<file path="config.mk">
export PLATFORM = sky130hd
export DESIGN_NAME = mem_loader
export DESIGN_NICKNAME = d
export VERILOG_FILES = /design/src/rtl/mem_loader_pkg.sv /design/src/rtl/mem_loader_timeout.sv /design/src/rtl/mem_loader.sv
export SDC_FILE = /design/constraint.sdc
export NUM_CORES = 1
export LEC_CHECK = 0
export ABC_AREA = 1
export CAP_MARGIN = 20
export CORE_MARGIN = 5
export CORE_UTILIZATION = 60
export DETAILED_ROUTE_END_ITERATION = 7
export GPL_TIMING_DRIVEN = 0
export PLACE_DENSITY_LB_ADDON = 0.25
export SLEW_MARGIN = 40
export SYNTH_ARGS = -nofsm -noshare
export SYNTH_HDL_FRONTEND = slang
export SYNTH_SLANG_ARGS = --single-unit
</file>
<file path="constraint.sdc">
create_clock -name CLK -period 4.79 [get_ports CLK]
set_input_delay 1.437 -clock CLK [delete_from_list [all_inputs] [get_ports CLK]]
set_output_delay 1.437 -clock CLK [all_outputs]
set_load 0.03 [all_outputs]
</file>
<file path="src/rtl/mem_loader_pkg.sv">
`default_nettype none
// ============================================================================
// Module   : mem_loader_pkg
// Purpose  : Shared types and constants for the boot-time memory loader.
// Revision : 1.0 - initial release
// ============================================================================
package mem_loader_pkg;

  // Loader parser states; RUN is terminal until reset.
  typedef enum logic [2:0] {
    IDLE = 3'd0,
    AHI  = 3'd1,
    LLO  = 3'd2,
    LHI  = 3'd3,
    DATA = 3'd4,
    CSUM = 3'd5,
    RUN  = 3'd6
  } state_e;

  // Header is ADDR_LO, ADDR_HI, LEN_LO, LEN_HI.
  localparam int         HDR_BYTES = 4;
  // Running 8-bit sum of a good frame, checksum byte included.
  localparam logic [7:0] CSUM_GOOD = 8'h00;

  // Modulo-256 checksum accumulation.
  function automatic logic [7:0] csum_add(input logic [7:0] acc, input logic [7:0] b);
    return acc + b;
  endfunction

endpackage
`default_nettype wire

</file>
<file path="src/rtl/mem_loader_timeout.sv">
`default_nettype none
// ============================================================================
// Module   : loader_timeout
// Purpose  : Idle-cycle counter with clear, enable and terminal-count pulse.
//            tc_o fires in the cycle the count would reach TIMEOUT; a clear in
//            that same cycle suppresses it. TIMEOUT = 0 disables the pulse.
// Revision : 1.0 - initial release
// ============================================================================
module loader_timeout #(
  parameter int TIMEOUT = 1023
) (
  input  logic clk_i,
  input  logic rst_ni,
  input  logic clr_i,
  input  logic en_i,
  output logic tc_o
);

  generate
    if (TIMEOUT == 0) begin : g_disabled
      logic unused_inputs;
      assign unused_inputs = clk_i ^ rst_ni ^ clr_i ^ en_i;
      assign tc_o          = 1'b0;
    end else begin : g_counter
      localparam int CNT_W = $clog2(TIMEOUT + 1);

      logic [CNT_W-1:0] cnt_q;
      logic [CNT_W-1:0] cnt_d;
      logic             tc;

      assign tc   = en_i & ~clr_i & (cnt_q == CNT_W'(TIMEOUT - 1));
      assign tc_o = tc;

      // Next count: clear wins, restart after a terminal count, else count up.
      always_comb begin
        cnt_d = cnt_q;
        if (clr_i || tc) begin
          cnt_d = '0;
        end else if (en_i) begin
          cnt_d = cnt_q + CNT_W'(1);
        end
      end

      // Count register.
      always_ff @(posedge clk_i or negedge rst_ni) begin
        if (!rst_ni) begin
          cnt_q <= '0;
        end else begin
          cnt_q <= cnt_d;
        end
      end
    end
  endgenerate

endmodule
`default_nettype wire

</file>
<file path="src/rtl/mem_loader.sv">
`default_nettype none
// ============================================================================
// Module   : mem_loader
// Purpose  : Parses framed byte stream (addr, len, data, checksum) into system
//            memory writes while the CPU is stalled; a good zero-length frame
//            releases the CPU and turns the block into a bus pass-through.
// Revision : 1.0 - initial release
// ============================================================================
module mem_loader
  import mem_loader_pkg::*;
#(
  parameter int ADDR_W  = 16,
  parameter int TIMEOUT = 1023
) (
  input  logic              CLK,
  input  logic              RESET_N,
  input  logic [7:0]        RxData,
  input  logic              RxValid,
  output logic              RxReady,
  input  logic [ADDR_W-1:0] CpuAddress,
  input  logic              CpuWE,
  input  logic [7:0]        CpuDataOut,
  output logic [ADDR_W-1:0] MemAddress,
  output logic              MemWE,
  output logic [7:0]        MemDataIn,
  output logic              CpuRun,
  output logic              FrameOk,
  output logic              FrameErr
);

  state_e            state_q,     state_d;
  logic [7:0]        lo_q,        lo_d;        // low byte of addr/len header field
  logic [ADDR_W-1:0] addr_q,      addr_d;      // current load address
  logic [15:0]       len_q,       len_d;       // data bytes still expected
  logic [7:0]        sum_q,       sum_d;       // running checksum
  logic              start_q,     start_d;     // frame has LEN == 0
  logic              wr_q,        wr_d;
  logic [ADDR_W-1:0] wr_addr_q,   wr_addr_d;
  logic [7:0]        wr_data_q,   wr_data_d;
  logic              ok_q,        ok_d;
  logic              err_q,       err_d;
  logic              run_q,       run_d;

  logic        xfer;
  logic        to_active;
  logic        to_tc;
  logic [7:0]  sum_next;
  logic [15:0] hdr_word;

  assign RxReady   = (state_q != RUN);
  assign xfer      = RxValid & RxReady;
  assign to_active = (state_q != IDLE) && (state_q != RUN);
  assign sum_next  = csum_add(sum_q, RxData);
  assign hdr_word  = {RxData, lo_q};

  loader_timeout #(
    .TIMEOUT (TIMEOUT)
  ) u_timeout (
    .clk_i  (CLK),
    .rst_ni (RESET_N),
    .clr_i  (xfer | ~to_active),
    .en_i   (to_active),
    .tc_o   (to_tc)
  );

  // Parser next-state: header capture, data writes, checksum verdict, timeout.
  always_comb begin
    state_d   = state_q;
    lo_d      = lo_q;
    addr_d    = addr_q;
    len_d     = len_q;
    sum_d     = sum_q;
    start_d   = start_q;
    wr_d      = 1'b0;
    wr_addr_d = wr_addr_q;
    wr_data_d = wr_data_q;
    ok_d      = 1'b0;
    err_d     = 1'b0;
    run_d     = run_q;

    if (xfer) begin
      sum_d = sum_next;
      unique case (state_q)
        IDLE: begin
          lo_d    = RxData;
          sum_d   = RxData;
          state_d = AHI;
        end
        AHI: begin
          addr_d  = ADDR_W'(hdr_word);
          state_d = LLO;
        end
        LLO: begin
          lo_d    = RxData;
          state_d = LHI;
        end
        LHI: begin
          len_d   = hdr_word;
          start_d = (hdr_word == 16'd0);
          state_d = (hdr_word == 16'd0) ? CSUM : DATA;
        end
        DATA: begin
          wr_d      = 1'b1;
          wr_addr_d = addr_q;
          wr_data_d = RxData;
          addr_d    = addr_q + ADDR_W'(1);
          len_d     = len_q - 16'd1;
          if (len_q == 16'd1) begin
            state_d = CSUM;
          end
        end
        CSUM: begin
          if (sum_next == CSUM_GOOD) begin
            ok_d = 1'b1;
            if (start_q) begin
              state_d = RUN;
              run_d   = 1'b1;
            end else begin
              state_d = IDLE;
            end
          end else begin
            err_d   = 1'b1;
            state_d = IDLE;
          end
        end
        default: begin
          state_d = state_q;
        end
      endcase
    end else if (to_tc) begin
      err_d   = 1'b1;
      state_d = IDLE;
    end
  end

  // Parser and loader-side output registers.
  always_ff @(posedge CLK or negedge RESET_N) begin
    if (!RESET_N) begin
      state_q   <= IDLE;
      lo_q      <= '0;
      addr_q    <= '0;
      len_q     <= '0;
      sum_q     <= '0;
      start_q   <= 1'b0;
      wr_q      <= 1'b0;
      wr_addr_q <= '0;
      wr_data_q <= '0;
      ok_q      <= 1'b0;
      err_q     <= 1'b0;
      run_q     <= 1'b0;
    end else begin
      state_q   <= state_d;
      lo_q      <= lo_d;
      addr_q    <= addr_d;
      len_q     <= len_d;
      sum_q     <= sum_d;
      start_q   <= start_d;
      wr_q      <= wr_d;
      wr_addr_q <= wr_addr_d;
      wr_data_q <= wr_data_d;
      ok_q      <= ok_d;
      err_q     <= err_d;
      run_q     <= run_d;
    end
  end

  // Memory port ownership: CPU bus straight through once released.
  always_comb begin
    MemAddress = wr_addr_q;
    MemWE      = wr_q;
    MemDataIn  = wr_data_q;
    if (state_q == RUN) begin
      MemAddress = CpuAddress;
      MemWE      = CpuWE;
      MemDataIn  = CpuDataOut;
    end
  end

  assign CpuRun   = run_q;
  assign FrameOk  = ok_q;
  assign FrameErr = err_q;

endmodule
`default_nettype wire
</file>
==> impl_metrics.json <==
{
  "cp-end-kind": "output port",
  "ys_warn_count": 0,
  "post-route-drc-count": 0,
  "final_common_cell": "nand2_1",
  "clkPwrFrac_pct": 15.9,
  "worstPathRequired_ps": 3350,
  "routed_wl_um": 13480,
  "path_delay_family": "buffers and inverters",
  "max_freq_mhz": 241.2,
  "place_congestion": 0.9083,
  "power_density_mw_per_mm2": 523.8,
  "crit_fanout": 1,
  "clock_sinks": 90,
  "tightest_slew_ps": 468.7,
  "arrival_ps": 2710,
  "layout_common_cells": "nand2_1, dfrtp_1, inv_1, nor2_1, clkdlybuf4s50_1",
  "cts_buffers": 9,
  "p_int_uw": 1784,
  "synth_cells": 719,
  "area_growth_pct": 18.94,
  "syn-cell-area_mm2": 0.005206,
  "p_seq_share_pct": 38.4,
  "r2r_start": "sum_q[0]",
  "r2r_slack_ps": 2700,
  "drive_above_1_share_pct": 6.884,
  "track_usage_pct": 26.73,
  "grt_max_degree": 56,
  "hold_viol_final": 0,
  "io_pins": 65,
  "grt_first_pass_wirelength_um": 22240,
  "post-route-util_pct": 72.06,
  "slowest_delay_ps": 670,
  "hp-class": "reg2reg",
  "via_per_inst": 5.607,
  "relSlewSlack_pct": 68.75,
  "finalPower_uw": 3244,
  "power_switching_share_pct": 45.00,
  "clock_path_buffers": 2,
  "synth.net_count": 768,
  "layout_min_cycle_time_ps": 4146,
  "ant_nets": 0,
  "dp.cells": 891,
  "numPortBuffers": 63,
  "die_h_um": 103.2,
  "dr.pass1.iters": 5,
  "num_rows": 34,
  "drtIter0Drc": 356,
  "cp-start-kind": "input port",
  "criticalPathCategory": "in2out",
  "crit_path_top_delay_cell": "clkdlybuf4s50_1",
  "whs_endpoint": "u_timeout.g_counter.cnt_q[0]",
  "drv_slew": 0,
  "path_buf_inv": 2,
  "post-cts-setup-buffer-count": 0,
  "p_switching_uw": 1460,
  "peakVddDrop_mv": 0.3030,
  "syn_area_per_cell_um2": 7.241,
  "status": "finished, final reports clean",
  "drv_cap": 0,
  "cts_hold_buffers": 0,
  "ys_seq_area_share_pct": 43.26,
  "ctsResizeCount": 0,
  "ys_seq_elements": 90,
  "antenna_found_initial": 0,
  "die_w_um": 103.2,
  "grt_pass1_vias": 4606,
  "cts.htree.levels": 3,
  "leakage_uw": 0.002998,
  "initial_core_util_pct": 60.59,
  "fin_cells": 907,
  "min_path_cells": 1,
  "rsz0062_at_grt": "no",
  "skew_ps": 17.22,
  "clkTransAtPathRegs_ps": 110,
  "core_mm2": 0.008593,
  "dp.final_hpwl_um": 10340,
  "clk_latency_ps": 370,
  "fin_crit_sh_pct": 86.56,
  "num-nets-final": 843,
  "reg2reg_depth": 14,
  "path_cells": "clkdlybuf4s50_1, nand2_1, nand2_1, clkdlybuf4s50_1",
  "cts_root_buf": "clkbuf_8",
  "gr-total-overflow": 0,
  "setup_viol": 0,
  "r2r-end": "state_q[2]",
  "wl_per_cell_um": 14.87,
  "dr_total_vias": 5086,
  "die-area_mm2": 0.01064,
  "ys_types": 42,
  "cts_tree": "yes",
  "min_from": "u_timeout.g_counter.cnt_q[0]",
  "fillers": 698,
  "diodes": 0,
  "comb_power_share_pct": 45.6
}
Yosys cell counts, drive strengths merged:
library cell,number,area share (%)
nand3,31,3.0
xnor2,4,0.67
a32oi,1,0.17
and3,1,0.12
nor4,6,0.72
fa,1,0.38
o21ai,74,7.3
nand3b,2,0.29
nor2,75,6.1
a21oi,32,3.1
clkbuf,10,0.72
o21a,1,0.14
nor3b,2,0.29
nand4,9,1.1
or2,1,0.12
nor3,18,2.0
a21boi,3,0.43
dfrtp,90,43
a211oi,1,0.14
nand2,224,16
o211ai,2,0.29
a22oi,1,0.14
xor2,5,0.84
ha,12,2.9
inv,81,5.9
o22ai,3,0.36
o31ai,1,0.14
a31oi,13,1.6
o21bai,1,0.14
buf,14,1.6
metal layers:
layer  track usage [%]  vias to the layer above  share of wire (%)  routed length (µm)
met4             9.861                        0                2.3                 312
met5                 0                        -                  0                   0
met2             41.69                      211                 45                6067
met1             37.95                     2360                 44                5949
li1                  -                     2491                  -                   -
met3             3.992                       24                8.6                1155
through the flow:
| step | TNS [ps] | instance area, µm² | hold WS, ps | worst slack, ps |
|---|---|---|---|---|
| 2_1_floorplan | 0 | 5206 | 442.2 | 1646 |
| 6_report | 0 | 6192 | 487.7 | 643.9 |
| 5_1_grt | 0 | 6192 | 512.8 | 568.8 |
| 3_3_place_gp | -81830 | 5972 | 458.9 | -913.4 |
| 3_5_place_dp | 0 | 6001 | 468.0 | 638.6 |
| 4_1_cts | 0 | 6192 | 492.2 | 639.0 |
power by group through the flow:
stage          logic (µW)  registers [µW]  clock network, µW
6_report             1480            1250                516
5_1_grt              1670            1280                561
4_1_cts              1480            1240                527
3_5_place_dp         1470            1250                  0
3_3_place_gp         1410            1240                  0
2_1_floorplan        1050            1200                  0
layout make-up:
cell class                      count  area [µm²]  area share (%)
Timing Repair Buffer               64       659.4           10.65
Tap cell                          108       135.1           2.182
Sequential cell                    90        2252           36.37
Clock buffer                        9       123.9           2.000
Multi-Input combinational cell    524        2526           40.80
Buffer                             24       121.4           1.960
Inverter                           81       306.5           4.950
Clock inverter                      7       67.56           1.091
worst max-delay path by stage:
| stage | start | endpoint | cells past startpoint |
|---|---|---|---|
| after CTS | CpuDataOut[0] | MemDataIn[0] | 4 |
| after detailed placement | CpuDataOut[0] | MemDataIn[0] | 4 |
| after floorplan | CpuAddress[10] | MemAddress[10] | 2 |
| final | CpuDataOut[3] | MemDataIn[3] | 4 |
| after global routing | CpuAddress[3] | MemAddress[3] | 4 |
| after global placement | RESET_N | addr_q[11] | 1 |
cell families after synthesis:
family                     after synthesis  synth area share, %
AOI/OAI and AO/OA                      133                13.87
xor gates and xnor gates                 9                1.514
DFF                                     90                43.26
and+or+nand+nor                        369                29.87
adders and majority gates               13                3.268
buffers and inverters                  105                8.219
flip-flops by register name (all words and copies together), names as in the netlist, 3 cells and up:
register,count
sum_q,8
u_timeout.g_counter.cnt_q,10
wr_data_q,8
len_q,16
wr_addr_q,16
lo_q,8
addr_q,16
state_q,3
Note: power is estimated with default switching activity, not from simulation.
==> RTL edit (config.mk and constraints unchanged) <==
Change the parameter `ADDR_W` from 16 to 15.
--- a/src/rtl/mem_loader.sv
+++ b/src/rtl/mem_loader.sv
@@ -9,7 +9,7 @@
 module mem_loader
   import mem_loader_pkg::*;
 #(
-  parameter int ADDR_W  = 16,
+  parameter int ADDR_W  = 15,
   parameter int TIMEOUT = 1023
 ) (
   input  logic              CLK,
Interface: changed (resized CpuAddress and MemAddress); port bits go from 65 to 63. The function was not compared with the original's and may differ.
==> RTL edit against the original RTL <==
Synthesized area decreased by 0.65%; worst setup slack better by 0.0047 ns; fmax increased by 0.11%; wire length down 1.1%; sequential cell count decreased by 2; design area shrank 0.93%; power fell by 0.40%; via count shrank 2.2%; critical path type unchanged; largest power group unchanged.
==> RTL edit: results (changes against the original RTL) <==
first-pass GRT wire length = 22200 um (-0.25%)
Largest regs = len_q: 16 flops, addr_q: 15 flops, wr_addr_q: 15 flops
PortBufs = 62 (-1.6%)
outcome = finished clean
Clock Skew = 0.0137 ns (-0.00350 ns)
Critical R2R Capture = state_q[1]
CP peak stage delay = 0.66 ns
Unique masters post-synth = 47 (+12%)
Max Used Layer = met4
Vias/cell = 5.61 (about the same)
Avg Cell Area, Syn = 7.36 um^2 (+1.6%)
post-DP HPWL = 10100 um (-1.8%)
post-placement cell area = 0.00595 mm^2 (-0.79%)
Synth area leaders = dfrtp_1 43%, nand2_1 16%, o21ai_0 6.3%
DR WL met3 = 1100 um (-4.6%)
Worst Max-Slew Pin Slew = 0.455 ns (-0.0139 ns)
largest net degree at the start of global routing = 64 (+14%)
adder-cell share of the synthesized area = 3.29% (+0.021 points)
GRT met1 Usage = 36.5% (-1.4 points)
Hold WS = 0.490 ns (+0.00252 ns)
vias in the first global route = 4751 (+3.1%)
Compound-Gate Fraction of Synth Area = 14.4% (+0.55 points)
setup slack, reg-to-reg = 2.60 ns (-0.10 ns)
fillers = 673 (-3.6%)
Hold EP = u_timeout.g_counter.cnt_q[0]
R2R cell count = 16 (+2)
Die Width = 103 um (-0.29%)
Final Net Count = 825 (-2.1%)
xor-xnor portion of the synthesized cell area = 2.03% (+0.52 points)
Cells after DPL = 871 (-2.2%)
initial DRC count = 384 (+7.9%)
routed len/inst = 15.0 um (+1.2%)
sequential fraction of the synthesis area = 42.6% (-0.69 points)
critical path endpoint = MemDataIn[1]
share of cells above drive strength 1 = 7.03% (+0.15 points)
Post-Place Worst Slack = 0.643 ns (+0.00438 ns)
gpl congestion = 0.925 (+1.8%)
Non-Filler Instances = 887 (-2.2%)
P_sw = 0.00144 W (-1.3%)
WL met2 = 6170 um (+1.6%)
Synthesized Nets = 751 (-2.2%)
met3 Use GR = 3.11% (-0.88 points)
drt pass-1 iters = 6 (+1)
Peak VDD IR = 312 uV (+3.0%)
crit share post-route = 86.5% (-0.099 points)
n_diodes = 0 (unchanged)
worst setup path startpoint = CpuDataOut[1]
Async SR Flop Fraction = 100% (unchanged)
share of the synthesized area in the top cell type = 42.6% (-0.69 points)
top cells by count, synth = 216 x nand2_1, 88 x dfrtp_1, 73 x inv_1
GRT met2 Usage = 44.3% (+2.7 points)
GRT Resource Usage Total = 26.7% (-0.066 points)
Metal-1 WL = 5820 um (-2.1%)
Worst EP arrival = 2.70 ns (about the same)
Leak = 2.95 nW (-1.7%)
RTL edit: cells by family (layout without fill, tap and decap cells):
logic type | count (synthesis) | in the layout
AO/OA/AOI/OAI | 132 | 132
XOR/XNOR | 12 | 12
AND/OR/NAND/NOR | 352 | 352
buffers and inverters | 106 | 185
adder cells (fa/ha/maj) | 13 | 13
flip-flops | 88 | 88
RTL edit: power groups by stage:
stage | clock network (W) | logic, W | registers [W]
6_report | 0.000480 | 0.00154 | 0.00121
5_1_grt | 0.000514 | 0.00172 | 0.00124
4_1_cts | 0.000484 | 0.00154 | 0.00120
3_5_place_dp | 0 | 0.00153 | 0.00121
3_3_place_gp | 0 | 0.00147 | 0.00120
2_1_floorplan | 0 | 0.00110 | 0.00116
RTL edit: area by class of cell:
class	instances	area (um^2)	share of cell area, %
timing repair buffer	63	649	10.6
buffer	24	141	2.30
sequential	88	2200	35.9
clock buffer	10	138	2.24
multi-input combinational	509	2520	41.0
inverter	82	313	5.10
clock inverter	6	43.8	0.714
tap	105	131	2.14
